`config.mk`:
```
export PLATFORM = sky130hd
export DESIGN_NAME = mem_access
export DESIGN_NICKNAME = d
export VERILOG_FILES = /design/src/rtl/mem_access.sv
export SDC_FILE = /design/constraint.sdc
export NUM_CORES = 1
export LEC_CHECK = 0
export BUFFER_PORTS_ARGS = -buffer_cell sky130_fd_sc_hd__buf_2
export CAP_MARGIN = 20
export CORE_ASPECT_RATIO = 0.8
export CORE_UTILIZATION = 49
export CTS_CLUSTER_SIZE = 8
export DETAILED_ROUTE_END_ITERATION = 10
export PLACE_DENSITY = 0.91
export SYNTH_ARGS = -nofsm -noshare
export SYNTH_HDL_FRONTEND = slang
export SYNTH_SLANG_ARGS = --single-unit
```
`constraint.sdc`:
```
create_clock -name clk -period 2.7 [get_ports clk]
set_input_delay 0.27 -clock clk [delete_from_list [all_inputs] [get_ports clk]]
set_output_delay 0.27 -clock clk [all_outputs]
set_load 0.1 [all_outputs]
```
`src/rtl/mem_access.sv`:
```
// -----------------------------------------------------------------------------
// mem_access
//
// Memory-access pipeline stage. Takes the EX/MEM register outputs, runs
// loads and stores over a req/ack data bus, and registers the write-back
// result into the MEM/WB boundary. Non-memory instructions pass through with
// one cycle of latency. While a bus transaction is outstanding, stallreq
// holds the upstream stages.
//
// Ports
//   clk, rst                  clock, asynchronous active-low reset
//   mem_wd/mem_wreg/mem_wdata destination, write-enable and ALU result
//   mem_op                    000 NONE, 001 LB, 010 LBU, 011 LW, 100 SB,
//                             101 SW, 110/111 NONE
//   mem_addr/mem_sdata        byte address and store data
//   bus_req/we/addr/sel/wdata registered bus request (sel[3] = bits 31:24)
//   bus_ack/bus_rdata         one-cycle completion and read data
//   stallreq                  combinational upstream hold
//   wb_wd/wb_wreg/wb_wdata    registered write-back result
//   align_err                 one-cycle misaligned LW/SW flag
//
// Build option
//   MEM_ALIGN_CHECK_EN : when defined, LW/SW with addr[1:0] != 0 issue no
//   bus transaction, complete in one cycle with wb_wreg = 0 and pulse
//   align_err. When undefined, the access is issued as-is and align_err is
//   tied to 0.
// -----------------------------------------------------------------------------
module mem_access (
  input  logic        clk,
  input  logic        rst,
  input  logic [4:0]  mem_wd,
  input  logic        mem_wreg,
  input  logic [31:0] mem_wdata,
  input  logic [2:0]  mem_op,
  input  logic [31:0] mem_addr,
  input  logic [31:0] mem_sdata,
  output logic        bus_req,
  output logic        bus_we,
  output logic [31:0] bus_addr,
  output logic [3:0]  bus_sel,
  output logic [31:0] bus_wdata,
  input  logic        bus_ack,
  input  logic [31:0] bus_rdata,
  output logic        stallreq,
  output logic [4:0]  wb_wd,
  output logic        wb_wreg,
  output logic [31:0] wb_wdata,
  output logic        align_err
);

  localparam logic [2:0] OP_LB  = 3'b001;
  localparam logic [2:0] OP_LBU = 3'b010;
  localparam logic [2:0] OP_LW  = 3'b011;
  localparam logic [2:0] OP_SB  = 3'b100;
  localparam logic [2:0] OP_SW  = 3'b101;

  typedef enum logic [0:0] {
    ST_IDLE = 1'b0,
    ST_BUSY = 1'b1
  } state_t;

  state_t      state_r;
  logic        bus_req_r;
  logic        bus_we_r;
  logic [31:0] bus_addr_r;
  logic [3:0]  bus_sel_r;
  logic [31:0] bus_wdata_r;
  logic [4:0]  wb_wd_r;
  logic        wb_wreg_r;
  logic [31:0] wb_wdata_r;

  logic        is_load_s;
  logic        is_store_s;
  logic        is_mem_s;
  logic        issue_s;
  logic        stallreq_s;
  logic [3:0]  sel_s;
  logic [31:0] st_data_s;
  logic [31:0] ld_data_s;
  logic [7:0]  ld_byte_s;
  logic [4:0]  res_wd_s;
  logic        res_wreg_s;
  logic [31:0] res_wdata_s;

  // Big-endian lane map: byte address 0 lives in bits 31:24.
  function automatic logic [3:0] lane_sel(input logic [1:0] lane);
    case (lane)
      2'd0:    lane_sel = 4'b1000;
      2'd1:    lane_sel = 4'b0100;
      2'd2:    lane_sel = 4'b0010;
      2'd3:    lane_sel = 4'b0001;
      default: lane_sel = 4'b0000;
    endcase
  endfunction

  // Extract the byte addressed by lane from a big-endian word.
  function automatic logic [7:0] lane_byte(input logic [31:0] word, input logic [1:0] lane);
    case (lane)
      2'd0:    lane_byte = word[31:24];
      2'd1:    lane_byte = word[23:16];
      2'd2:    lane_byte = word[15:8];
      2'd3:    lane_byte = word[7:0];
      default: lane_byte = 8'h00;
    endcase
  endfunction

  // Decode the operation into bus attributes for the request phase.
  always_comb begin
    is_load_s  = 1'b0;
    is_store_s = 1'b0;
    sel_s      = 4'b0000;
    st_data_s  = 32'h0000_0000;
    case (mem_op)
      OP_LB, OP_LBU: begin
        is_load_s = 1'b1;
        sel_s     = lane_sel(mem_addr[1:0]);
      end
      OP_LW: begin
        is_load_s = 1'b1;
        sel_s     = 4'b1111;
      end
      OP_SB: begin
        is_store_s = 1'b1;
        sel_s      = lane_sel(mem_addr[1:0]);
        st_data_s  = {4{mem_sdata[7:0]}};
      end
      OP_SW: begin
        is_store_s = 1'b1;
        sel_s      = 4'b1111;
        st_data_s  = mem_sdata;
      end
      default: begin
        is_load_s  = 1'b0;
        is_store_s = 1'b0;
      end
    endcase
  end

  assign is_mem_s = is_load_s | is_store_s;

`ifdef MEM_ALIGN_CHECK_EN
  logic is_word_s;
  logic misalign_s;
  logic align_err_r;

  // Only word accesses can be misaligned; byte accesses hit any lane.
  assign is_word_s  = (mem_op == OP_LW) || (mem_op == OP_SW);
  assign misalign_s = is_word_s && (mem_addr[1:0] != 2'b00);
  assign issue_s    = is_mem_s && !misalign_s;
  assign align_err  = align_err_r;
`else
  assign issue_s    = is_mem_s;
  assign align_err  = 1'b0;
`endif

  // Shape the load data; upstream holds mem_* stable during BUSY, so the
  // live op and address still describe the outstanding access.
  always_comb begin
    ld_byte_s = lane_byte(bus_rdata, mem_addr[1:0]);
    case (mem_op)
      OP_LB:   ld_data_s = {{24{ld_byte_s[7]}}, ld_byte_s};
      OP_LBU:  ld_data_s = {24'h00_0000, ld_byte_s};
      OP_LW:   ld_data_s = bus_rdata;
      default: ld_data_s = 32'h0000_0000;
    endcase
  end

  // Write-back result at completion: loads write, stores retire as bubbles.
  always_comb begin
    if (is_load_s) begin
      res_wd_s    = mem_wd;
      res_wreg_s  = mem_wreg;
      res_wdata_s = ld_data_s;
    end else begin
      res_wd_s    = 5'd0;
      res_wreg_s  = 1'b0;
      res_wdata_s = 32'h0000_0000;
    end
  end

  // Stall while a request is being launched or awaiting its ack.
  always_comb begin
    if (state_r == ST_BUSY) begin
      stallreq_s = ~bus_ack;
    end else begin
      stallreq_s = issue_s;
    end
  end

  // Stage FSM with all bus and write-back outputs registered.
  always_ff @(posedge clk or negedge rst) begin
    if (!rst) begin
      state_r     <= ST_IDLE;
      bus_req_r   <= 1'b0;
      bus_we_r    <= 1'b0;
      bus_addr_r  <= 32'h0000_0000;
      bus_sel_r   <= 4'b0000;
      bus_wdata_r <= 32'h0000_0000;
      wb_wd_r     <= 5'd0;
      wb_wreg_r   <= 1'b0;
      wb_wdata_r  <= 32'h0000_0000;
`ifdef MEM_ALIGN_CHECK_EN
      align_err_r <= 1'b0;
`endif
    end else begin
`ifdef MEM_ALIGN_CHECK_EN
      align_err_r <= 1'b0;
`endif
      case (state_r)
        ST_IDLE: begin
          if (issue_s) begin
            state_r     <= ST_BUSY;
            bus_req_r   <= 1'b1;
            bus_we_r    <= is_store_s;
            bus_addr_r  <= mem_addr;
            bus_sel_r   <= sel_s;
            bus_wdata_r <= st_data_s;
            wb_wd_r     <= 5'd0;
            wb_wreg_r   <= 1'b0;
            wb_wdata_r  <= 32'h0000_0000;
`ifdef MEM_ALIGN_CHECK_EN
          end else if (misalign_s) begin
            // Rejected word access retires like a NONE op without a write.
            wb_wd_r     <= mem_wd;
            wb_wreg_r   <= 1'b0;
            wb_wdata_r  <= mem_wdata;
            align_err_r <= 1'b1;
`endif
          end else begin
            wb_wd_r     <= mem_wd;
            wb_wreg_r   <= mem_wreg;
            wb_wdata_r  <= mem_wdata;
          end
        end
        ST_BUSY: begin
          if (bus_ack) begin
            state_r    <= ST_IDLE;
            bus_req_r  <= 1'b0;
            bus_we_r   <= 1'b0;
            bus_sel_r  <= 4'b0000;
            wb_wd_r    <= res_wd_s;
            wb_wreg_r  <= res_wreg_s;
            wb_wdata_r <= res_wdata_s;
          end else begin
            wb_wd_r    <= 5'd0;
            wb_wreg_r  <= 1'b0;
            wb_wdata_r <= 32'h0000_0000;
          end
        end
        default: begin
          state_r    <= ST_IDLE;
          bus_req_r  <= 1'b0;
          bus_we_r   <= 1'b0;
          bus_sel_r  <= 4'b0000;
          wb_wd_r    <= 5'd0;
          wb_wreg_r  <= 1'b0;
          wb_wdata_r <= 32'h0000_0000;
        end
      endcase
    end
  end

  assign bus_req   = bus_req_r;
  assign bus_we    = bus_we_r;
  assign bus_addr  = bus_addr_r;
  assign bus_sel   = bus_sel_r;
  assign bus_wdata = bus_wdata_r;
  assign stallreq  = stallreq_s;
  assign wb_wd     = wb_wd_r;
  assign wb_wreg   = wb_wreg_r;
  assign wb_wdata  = wb_wdata_r;

endmodule

```
# Word-level counts from Yosys, hierarchy flattened
# Index checks and enable logic that the tools add are counted.
dict set report classes {
  n_eq_ne 10
  n_reduce_logical 7
  div 0
  add_sub_neg 0
  n_mux 31
  bitwise 3
  shift 0
  mul 0
  order_cmp 0
}
# operator count
set ops {}
lappend ops {{$pmux W32 S2} 2}
lappend ops {{$mux W32} 3}
lappend ops {{$pmux W32 S3} 1}
lappend ops {{$pmux W8 S4} 1}
lappend ops {{$pmux W4 S2} 2}
lappend ops {{$pmux W4 S4} 1}
lappend ops {{$mux W5} 3}
lappend ops {{$mux W1} 11}
lappend ops {{$pmux W5 S2} 1}
lappend ops {{$mux W4} 2}
lappend ops {{$pmux W1 S2} 4}
lappend ops {{$eq A3 B2 Y1 const B} 2}
lappend ops {{$eq A3 B3 Y1 const B} 2}
lappend ops {{$reduce_or A3 Y1} 2}
lappend ops {{$eq A2 B2 Y1 const B} 2}
lappend ops {{$ne A2 B2 Y1 const B} 2}
lappend ops {{$reduce_and A2 Y1} 2}
lappend ops {{$reduce_or A2 Y1} 2}
lappend ops {{$eq A3 B1 Y1 const B} 1}
lappend ops {{$eq A2 B1 Y1 const B} 1}
lappend ops {{$logic_not A2 Y1} 1}
lappend ops {{$not A1 Y1} 2}
lappend ops {{$or A1 B1 Y1} 1}
dict set report word_totals {
  mem_bits_ro 0
  ramBits 0
  in_bits 140
  n_memories 0
  latch_bits 0
  ff_bits 109
}

# Logic depth before layout (Yosys ltp)
# Gate-level depths: netlist of the first run.
dict set report logic_depth {
  word_depth 6
  mapped_depth 6
}

# Worst setup path after synthesis of the first run
# OpenSTA, ideal clock, no wires.
dict set report synth_timing {
  kind {input to register}
  start {in mem_op[0]}
  end {reg state_r}
  t_required_ps 2413
  t_arrival_ps 2351
  setup_time_ps 287
  n_path_buf 3
  path_stages 6
  slack_ps 62
  cell_sequence {buf_6 > or3_1 > buf_2 > a21oi_4 > buf_6 > a21oi_1}
}
dict set report synth_between {
  elab_chain_cells 6
  word_cells_on_any_way 12
  classes_between {5 x eq/ne; 4 x mux; 1 x bitwise; 2 x reduce/logical}
}
# item line_no
set synth_lines {}
lappend synth_lines {{from (decl)} 34} ;# input logic [2:0] mem_op,
lappend synth_lines {{$eq A3 B2 Y1, or another cell as far along} 113} ;# case (mem_op)
lappend synth_lines {{$reduce_or A3 Y1 (no source line) or $reduce_or A2 Y1 (tied branches)} --}
lappend synth_lines {{$mux W1} 113}
lappend synth_lines {{$or A1 B1 Y1 (*)} 139} ;# assign is_mem_s = is_load_s | is_store_s;
lappend synth_lines {{$mux W1 (*)} 211} ;# if (issue_s) begin
lappend synth_lines {{$pmux W1 S2 (*)} 209} ;# case (state_r)
lappend synth_lines {{to (signal assigned)} 212} ;# state_r <= ST_BUSY;
lappend synth_lines {{to (signal assigned)} 237} ;# state_r <= ST_IDLE;
lappend synth_lines {{to (signal assigned)} 251} ;# state_r <= ST_IDLE;
lappend synth_lines {{to (decl)} 62} ;# state_t state_r;
# Every way passes the cells marked *; elsewhere a longest branch is shown, timed or not.
# A chain may end at the register's enable or synchronous reset.

# Final worst setup path of the first run
dict set report layout_timing {
  start {reg state_r}
  end {reg wb_wdata_r[26], in the netlist wb_wdata[26]}
}
dict set report layout_between {
  elab_chain_cells 2
}
# item line_no
set layout_lines {}
lappend layout_lines {{from (signal assigned)} 193} ;# state_r <= ST_IDLE;
lappend layout_lines {{from (signal assigned)} 212}
lappend layout_lines {{from (signal assigned)} 237}
lappend layout_lines {{$not A1 Y1 (no source line)} --}
lappend layout_lines {{$pmux W32 S2 (*)} 209}
lappend layout_lines {{to (signal assigned)} 232} ;# wb_wdata_r <= mem_wdata;
lappend layout_lines {{to (signal assigned)} 243} ;# wb_wdata_r <= res_wdata_s;
lappend layout_lines {{to (decl)} 70} ;# logic [31:0] wb_wdata_r;
# Marked as above.

==> results of run 1 <==
[kinds of logic after synthesis]
group / Yosys count
AOI/OAI and AO/OA: 133
DFF: 109
muxes: 40
buffers and inverters: 39
and+or+nand+nor: 29
xor gates and xnor gates: 2
other: 1
[where the power goes]
group | internal [mW] | switching (mW)
registers | 1.94 | 0.155
logic | 0.536 | 2.82
clock network | 0.718 | 0.595
total | 3.20 | 3.57
[final cells by class]
type                            count  area [µm²]
Fill cell                         688        2930
Sequential cell                   109        2730
Multi-Input combinational cell    205        1770
Timing Repair Buffer              256        1350
Clock buffer                       12         267
Tap cell                          115         144
Clock inverter                      4        37.5
Inverter                            1        3.75
[state kept, by name, indices dropped and copies added (netlist names)]
name	cells
state_r	1
bus_we	1
wb_wdata	32
wb_wreg	1
bus_sel	4
bus_addr	32
wb_wd	5
bus_req	1
bus_wdata	32
[repair_timing]
action / CTS / global route
hold buffers: 1 / 0
setup buffers: 0 / 0
hold endpoints to repair: 39 / 0
[cells in the final DEF, fill, tap and decap left out, types with 3 or more instances in the layout]
master | Yosys | layout
a21boi_1 | 7 | 7
a21oi_1 | 27 | 27
a221o_1 | 34 | 34
a22o_1 | 8 | 8
a22oi_1 | 26 | 26
a31oi_1 | 24 | 24
and3_1 | 7 | 7
and3b_1 | 3 | 3
buf_2 | 10 | 247
buf_4 | 2 | 5
clkbuf_16 | 0 | 9
clkbuf_8 | 0 | 3
dfrtp_1 | 109 | 109
mux2_1 | 32 | 32
mux4_2 | 6 | 6
nand2_1 | 4 | 4
[per-stage QoR]
step | utilization [%] | hold WS [ps] | instances
after floorplan | - | -25.6 | 353
after global placement | 64.6 | 332 | 684
after detailed placement | 64.6 | 346 | 684
after CTS | 68.0 | 138 | 701
after global routing | 68.3 | 137 | 702
final | 68.3 | 148 | 702
[metal layers]
| metal | up-vias | routed length [µm] | share of wire, % | GRT usage, % |
|---|---|---|---|---|
| li1 | 1834 | - | - | - |
| met1 | 2018 | 5460 | 42 | 35.6 |
| met2 | 230 | 6430 | 49 | 43.5 |
| met3 | 30 | 946 | 7.2 | 5.60 |
| met4 | 0 | 309 | 2.4 | 8.78 |
| met5 | - | 0 | 0 | 0 |
[worst max-delay path: stages, from the launching register on]
cell and delay, ps:
dfrtp_1 640, and4b_1 270, and3b_1 750, a221o_1 220
[worst paths after layout]
path | startpoint | cells past startpoint | to
max | state_r$_DFF_PN0_ | 3 | wb_wdata[26]$_DFF_PN0_
min | mem_addr[18] | 2 | bus_addr[18]$_DFFE_PN0P_
max reg2reg | state_r$_DFF_PN0_ | 3 | wb_wdata[26]$_DFF_PN0_
min reg2reg | bus_addr[13]$_DFFE_PN0P_ | 1 | bus_addr[13]$_DFFE_PN0P_
max in group asynchronous | rst | 3 | bus_addr[8]$_DFFE_PN0P_
min in group asynchronous | rst | 2 | wb_wd[1]$_DFF_PN0_
==> results.yml, run 1 <==
outcome:
  status: "finished with violations"
  violations: "DRC"
clocking:
  cts_root_buf: "clkbuf_16"
  cts_resized: 0
  cts.clk_slew.worst_paths_ps: 80
  htree_levels: 3
  clock_sinks: 109
  cts_buffer_depth: 2
  numCtsBuffers: 9
  clkLatencyLatePin_ps: 340
  cts_tree: "done"
sta:
  fin_crit_sh_pct: 72.8
  finalSetupTns_ps: 0
  finalHoldViolCount: 0
  fin_ws_ps: 734
  drv_slew: 0
  period_minus_slack_ps: 1970
  rsz0062_at_grt: "no"
  setup_violations: 0
  fmax_ghz: 0.509
  fin_skew_ps: 11.5
  tightest_slew_ps: 1010
  slew_headroom_pct: 32.4
routing:
  num_vias: 4112
  postRouteAntennaNets: 0
  drcViolationCount: 11
  drt_pre_antenna_iters: 11
  drtIter0Drc: 294
  wl_per_cell_um: 18.7
  drt_wl_total_um: 13100
  via_per_inst: 5.86
synthesis:
  synthTopCellsByArea: "dfrtp_1 (58%), mux2_1 (7.6%), a221o_1 (7.2%)"
  yosysSeqAreaShare_pct: 57.6
  synthMuxAreaShare_pct: 11.6
  netlist_instances: 353
  syn_area_um2: 4740
  synth_commonest_cells: "dfrtp_1 (109), a221o_1 (34), mux2_1 (32)"
  synth_most_common_cell: "dfrtp_1"
  ys_types: 41
  synthFlopType: "dfrtp_1"
  synth_top_area_cell: "dfrtp_1"
  synth-xor-area-share_pct: 0.370
  synth_compound_area_share_pct: 21.2
  yosysTopAreaCellShare_pct: 57.6
  yosys_warnings: 0
  avgSynthCellArea_um2: 13.4
  syn_nets: 493
  synth_simple_gate_area_share_pct: 3.99
  yosys_register_bits: 109
  synth_edf_count: 0
  synth_top_family_by_area: "compound AO/OA/AOI/OAI gates"
  async_flop_share_pct: 100
  synth_fa_ha_area_share_pct: 0
finish:
  area_growth_pct: 33.0
  antenna_cells: 0
  design_area_um2: 6300
  layout.nets: 722
  drive_gt1_share_pct: 48.4
place:
  io_buffers: 248
  placed_cell_area_um2: 5960
  place.gp.congestion: 0.938
  dpl_worst_slack_ps: 573
  place_hpwl_um: 9610
worst_hold_path:
  hold_path_class: "input pin to register"
setup_path:
  critPathKind: "register to register"
  reg2reg_slack_ps: 730
  path_max_fanout: 24
  start_kind: "register"
  arrival_ps: 2230
  cp-end-kind: "register"
  worstPathRequired_ps: 2960
global_routing:
  grtUsageTotal_pct: 26.6
  grt_start_max_net_pins: 58
  overflow: 0
  antenna_found_initial: 0
  grt_first_pass_wirelength_um: 21100
  grt_pass1_vias: 3995
floorplan:
  rows: 31
  boundaryPins: 250
  core-area_um2: 9230
  die_w_um: 112
  die_area_um2: 10100
  start_util_pct: 51.3
  die_h_um: 89.9
power:
  vdd_drop_max_mv: 0.738
  power_mw: 6.77
  p_leak_nw: 3.22
  power_density_nw_per_um2: 1070
run:
  drv_cap: 0
No activity file was read; power rests on OpenSTA's default activity.
==> run 2: changes to the inputs <==
- CORE_UTILIZATION: 49 -> 41
- PLACE_DENSITY: 0.91 -> 0.82
- clock period: 2.7 -> 1.7 ns (I/O delays scaled with it)
==> run 2 against run 1 <==
Effect of this change:
- the flow now finishes without violations
- die area grew 19%
- combinational power grew 60%
- via count shrank 1.5%
- critical path depth is the same
- register-to-register slack lost 580 ps
- core utilization shrank 9.7 points
- design area grew 2.8%
- flip-flop and latch count is the same
- sequential share of layout area shrank 1.2 points
- count of clock-buffer cells in the layout shrank 3
- global-route usage shrank 4.1 points
==> results.yml, run 2 (synthesis gave the netlist of run 1 again) <==
outcome:
  status: "finished clean"
clocking:
  numCtsBuffers: 9
  htree_levels: 3
  postCtsSetupBuffers: 0
  cts.clk_slew.worst_paths_ps: 70
  cts_tree: "done"
  cts_root_buf: "clkbuf_16"
  clkLatencyLatePin_ps: 340
  clock_sinks: 109
  cts_buffer_depth: 2
place:
  dp.cells: 725
  io_buffers: 248
  place.gp.congestion: 0.899
  place_hpwl_um: 9710
worst_hold_path:
  hold_path_class: "input pin to register"
  min_to: "bus_addr[24]$_DFFE_PN0P_"
  min_from: "mem_addr[24]"
  whs_path_depth: 2
setup_path:
  critPathKind: "register to output pin"
  r2r_start: "state_r$_DFF_PN0_"
  arrival_ps: 1400
  r2r_end: "bus_addr[13]$_DFFE_PN0P_"
  cp-end-kind: "output pin"
  critPathLaunch: "state_r$_DFF_PN0_"
  reg2reg_depth: 5
  worstPathRequired_ps: 1530
  start_kind: "register"
  reg2reg_slack_ps: 150
  path_max_fanout: 7
sta:
  period_minus_slack_ps: 1570
  tightest_slew_ps: 579
  slew_headroom_pct: 61.3
  fin_crit_sh_pct: 92.6
  rsz0062_at_grt: "no"
  finalSetupTns_ps: 0
  drv_slew: 0
  fmax_ghz: 0.635
  finalHoldViolCount: 0
  setup_violations: 0
  fin_skew_ps: 6.40
power:
  power_density_nw_per_um2: 1700
  p_leak_nw: 3.29
  vdd_drop_max_mv: 1.29
finish:
  mostFrequentLayoutCells: "buf_2 (246), dfrtp_1 (109), a221o_1 (34)"
  finalNonFillerCells: 742
  multiInputGateArea_um2: 1790
  final_common_cell: "buf_2"
  area_growth_pct: 36.8
  drive_gt1_share_pct: 49.7
  fillers: 954
  antenna_cells: 0
  layout.nets: 733
  ff_latch_area_um2: 2730
routing:
  drtIter0Drc: 302
  via_per_inst: 5.46
  postRouteAntennaNets: 0
  drcViolationCount: 0
  num_vias: 4049
  drt_wl_total_um: 13200
  drt_pre_antenna_iters: 5
  wl_per_cell_um: 17.8
floorplan:
  start_util_pct: 42.8
  die_area_um2: 12000
  boundaryPins: 250
  rows: 34
  die_w_um: 122
  die_h_um: 98.1
  core-area_um2: 11100
global_routing:
  grt_first_pass_wirelength_um: 20900
  grt_start_max_net_pins: 64
  antenna_found_initial: 0
  grt_pass1_vias: 4038
  overflow: 0
  grtUsageTotal_pct: 22.5
run:
  drv_cap: 0
## run 2: routing by layer
layer	routed length [µm]	track usage, %	vias up
met5	0	0	-
met4	223	6.85	0
met3	875	5.32	17
met2	6360	36.4	170
met1	5730	30.0	2003
li1	-	-	1859
## run 2: worst max-delay path by stage
stage | depth (start not counted) | end
after detailed placement | 5 | bus_addr[9]$_DFFE_PN0P_
after CTS | 3 | stallreq
after floorplan | 4 | state_r$_DFF_PN0_
final | 3 | stallreq
after global routing | 3 | stallreq
after global placement | 5 | bus_addr[13]$_DFFE_PN0P_
## run 2: timing repair
item | in CTS | in global routing
hold endpoints to repair | 109 | 0
endpoints found under the setup margin | 1 | 6
hold buffers | 1 | 0
gates cloned | 0 | 0
resized for setup | 1 | 1
## run 2: worst max-delay path, stage by stage, from the launching register on
cell and delay (ps):
dfrtp_1 440, buf_4 190, a21oi_4 120, buf_4 310
## run 2: cell type report
class / instances / area share (%)
flip-flops and latches: 109 / 42.1
multi-input cells: 205 / 27.6
repair buffers: 267 / 22.4
clock buffers: 9 / 3.48
well taps: 144 / 2.78
clock inverters: 7 / 1.60
inverters: 1 / 0.0579
## run 2: metrics by stage
stage	setup WS [ps]	instance area [µm²]	utilization [%]	power, mW	hold WS, ps
2_1_floorplan	174	4750	-	7.74	-126
5_1_grt	60.3	6480	58.6	11.4	24.8
3_3_place_gp	65.4	6130	55.5	8.68	190
6_report	126	6480	58.6	11.0	40.8
3_5_place_dp	22.8	6130	55.5	8.77	200
4_1_cts	116	6480	58.6	11.1	27.1
## run 2: report_power, final
group          switching (mW)  internal [mW]
Sequential              0.241           3.08
Clock                   0.968           1.31
Combinational            4.49          0.890
Total                    5.70           5.29
==> run 3: changes to the inputs <==
- CORE_UTILIZATION: 41 -> 35
- PLACE_DENSITY: 0.82 -> 0.72
==> run 3 against run 2 <==
Effect of this change:
- global-route usage shrank 2.0 points
- via count up 0.22%
- sequential share of layout area down 0.24 points
- core utilization fell by 8.5 points
- non-clock buffer count up 3
- die area is 17% higher
- clock power fell by 13%
- total power fell by 2.5%
- worst hold slack got worse by 14 ps
- design area grew 0.62%
- flip-flop and latch count unchanged
- critical endpoint unchanged
==> results.yml, run 3 (synthesis gave the netlist of run 1 again) <==
outcome:
  status: "finished clean"
clocking:
  numCtsBuffers: 9
  cts_buffer_depth: 2
  cts_root_buf: "clkbuf_16"
  cts.clk_slew.worst_paths_ps: 70
  htree_levels: 3
  postCtsSetupBuffers: 0
  clkLatencyLatePin_ps: 350
  cts_tree: "done"
  clock_sinks: 109
floorplan:
  core-area_um2: 13000
  rows: 37
  die_area_um2: 14000
  boundaryPins: 250
  die_w_um: 132
  start_util_pct: 36.4
  die_h_um: 106
routing:
  drt_pre_antenna_iters: 4
  via_per_inst: 5.23
  postRouteAntennaNets: 0
  wl_per_cell_um: 17.9
  drtIter0Drc: 324
  num_vias: 4058
  drt_wl_total_um: 13900
  drcViolationCount: 0
sta:
  period_minus_slack_ps: 1590
  setup_violations: 0
  fin_ws_ps: 111
  whs_ps: 27.2
  tightest_slew_ps: 628
  drv_slew: 0
  fin_crit_sh_pct: 93.5
  rsz0062_at_grt: "no"
  fin_skew_ps: 7.94
  finalSetupTns_ps: 0
  slew_headroom_pct: 58.0
  fmax_ghz: 0.629
  finalHoldViolCount: 0
worst_hold_path:
  min_from: "mem_addr[18]"
  min_to: "bus_addr[18]$_DFFE_PN0P_"
  hold_path_class: "input pin to register"
  whs_path_depth: 2
power:
  p_comb_share_pct: 50.5
  p_sw_share_pct: 53.3
  power_density_nw_per_um2: 1640
  clockPowerShare_pct: 18.4
  p_int_mw: 5.00
  seqPwrFrac_pct: 31.1
  power_mw: 10.7
  vdd_drop_max_mv: 1.03
  p_sw_mw: 5.72
  p_leak_nw: 3.29
finish:
  fillers: 1186
  final_common_cell: "buf_2"
  area_growth_pct: 37.6
  drive_gt1_share_pct: 49.9
  antenna_cells: 0
  mostFrequentLayoutCells: "buf_2 (246), dfrtp_1 (108), a221o_1 (34)"
  finalNonFillerCells: 776
  layout.nets: 736
setup_path:
  reg2reg_slack_ps: 200
  path_common_cell: "a21oi_4"
  start_kind: "register"
  critPathKind: "register to output pin"
  crit_chain: "buf_4 > a21oi_4 > a21oi_4 > buf_6"
  cp_slowest_cell: "dfrtp_2"
  path_max_fanout: 9
  worstPathRequired_ps: 1530
  r2r_start: "state_r$_DFF_PN0_"
  r2r_end: "wb_wdata[5]$_DFF_PN0_"
  reg2reg_depth: 4
  arrival_ps: 1420
  cpPeakStageDelay_ps: 470
  cp-end-kind: "output pin"
global_routing:
  grt_first_pass_wirelength_um: 22200
  antenna_found_initial: 0
  grt_start_max_net_pins: 50
  overflow: 0
  grt_pass1_vias: 4182
  grtUsageTotal_pct: 20.5
place:
  dp.cells: 759
  place_hpwl_um: 10300
  io_buffers: 248
  place.gp.congestion: 0.844
  dpl_worst_slack_ps: -0.101
run:
  drv_cap: 0
run 3: stage by stage:
step / utilization (%) / cell area, µm²
6_report: 50.1 / 6520
5_1_grt: 50.1 / 6520
4_1_cts: 50.1 / 6520
3_5_place_dp: 47.8 / 6220
3_3_place_gp: 47.8 / 6220
2_1_floorplan: - / 4750
run 3: power by group through the flow:
stage	combinational (mW)	clock, mW	sequential, mW
3_3_place_gp	5.36	0	3.35
5_1_grt	5.58	2.16	3.39
6_report	5.41	1.98	3.33
2_1_floorplan	0.744	0	6.99
4_1_cts	5.43	2.06	3.33
3_5_place_dp	5.42	0	3.37
run 3: critical path: cells and delay by family (launching register included):
family          cells  cell delay, ps
buf+inv             2             370
flops               1             470
compound gates      2             230
run 3: worst max path at each step:
stage                      startpoint                  endpoint
floorplan           state_r$_DFF_PN0_         state_r$_DFF_PN0_
global placement            mem_op[0]  bus_addr[15]$_DFFE_PN0P_
detailed placement          mem_op[0]  bus_addr[20]$_DFFE_PN0P_
CTS                 state_r$_DFF_PN0_                  stallreq
global route        state_r$_DFF_PN0_                  stallreq
finish              state_r$_DFF_PN0_                  stallreq
run 3: repair_timing:
action,in CTS,in global routing
pin swaps,0,0
hold buffers,1,0
setup endpoints to repair,1,1
hold endpoints to repair,28,0
resized for setup,2,1
run 3: cell type report:
cell class | count | area [µm²] | share of cell area, %
sequential | 109 | 2730 | 41.9
multi-input combinational | 205 | 1780 | 27.3
timing repair buffer | 270 | 1510 | 23.1
clock buffer | 9 | 225 | 3.45
tap | 175 | 219 | 3.36
clock inverter | 7 | 56.3 | 0.864
inverter | 1 | 3.75 | 0.0576
run 3: metal layers:
| layer | GRT usage (%) | part of all wire, % | up-vias |
|---|---|---|---|
| met2 | 33.6 | 48 | 200 |
| li1 | - | - | 1859 |
| met5 | 0 | 0 | - |
| met3 | 6.29 | 7.3 | 13 |
| met4 | 5.65 | 1.0 | 0 |
| met1 | 26.2 | 44 | 1986 |
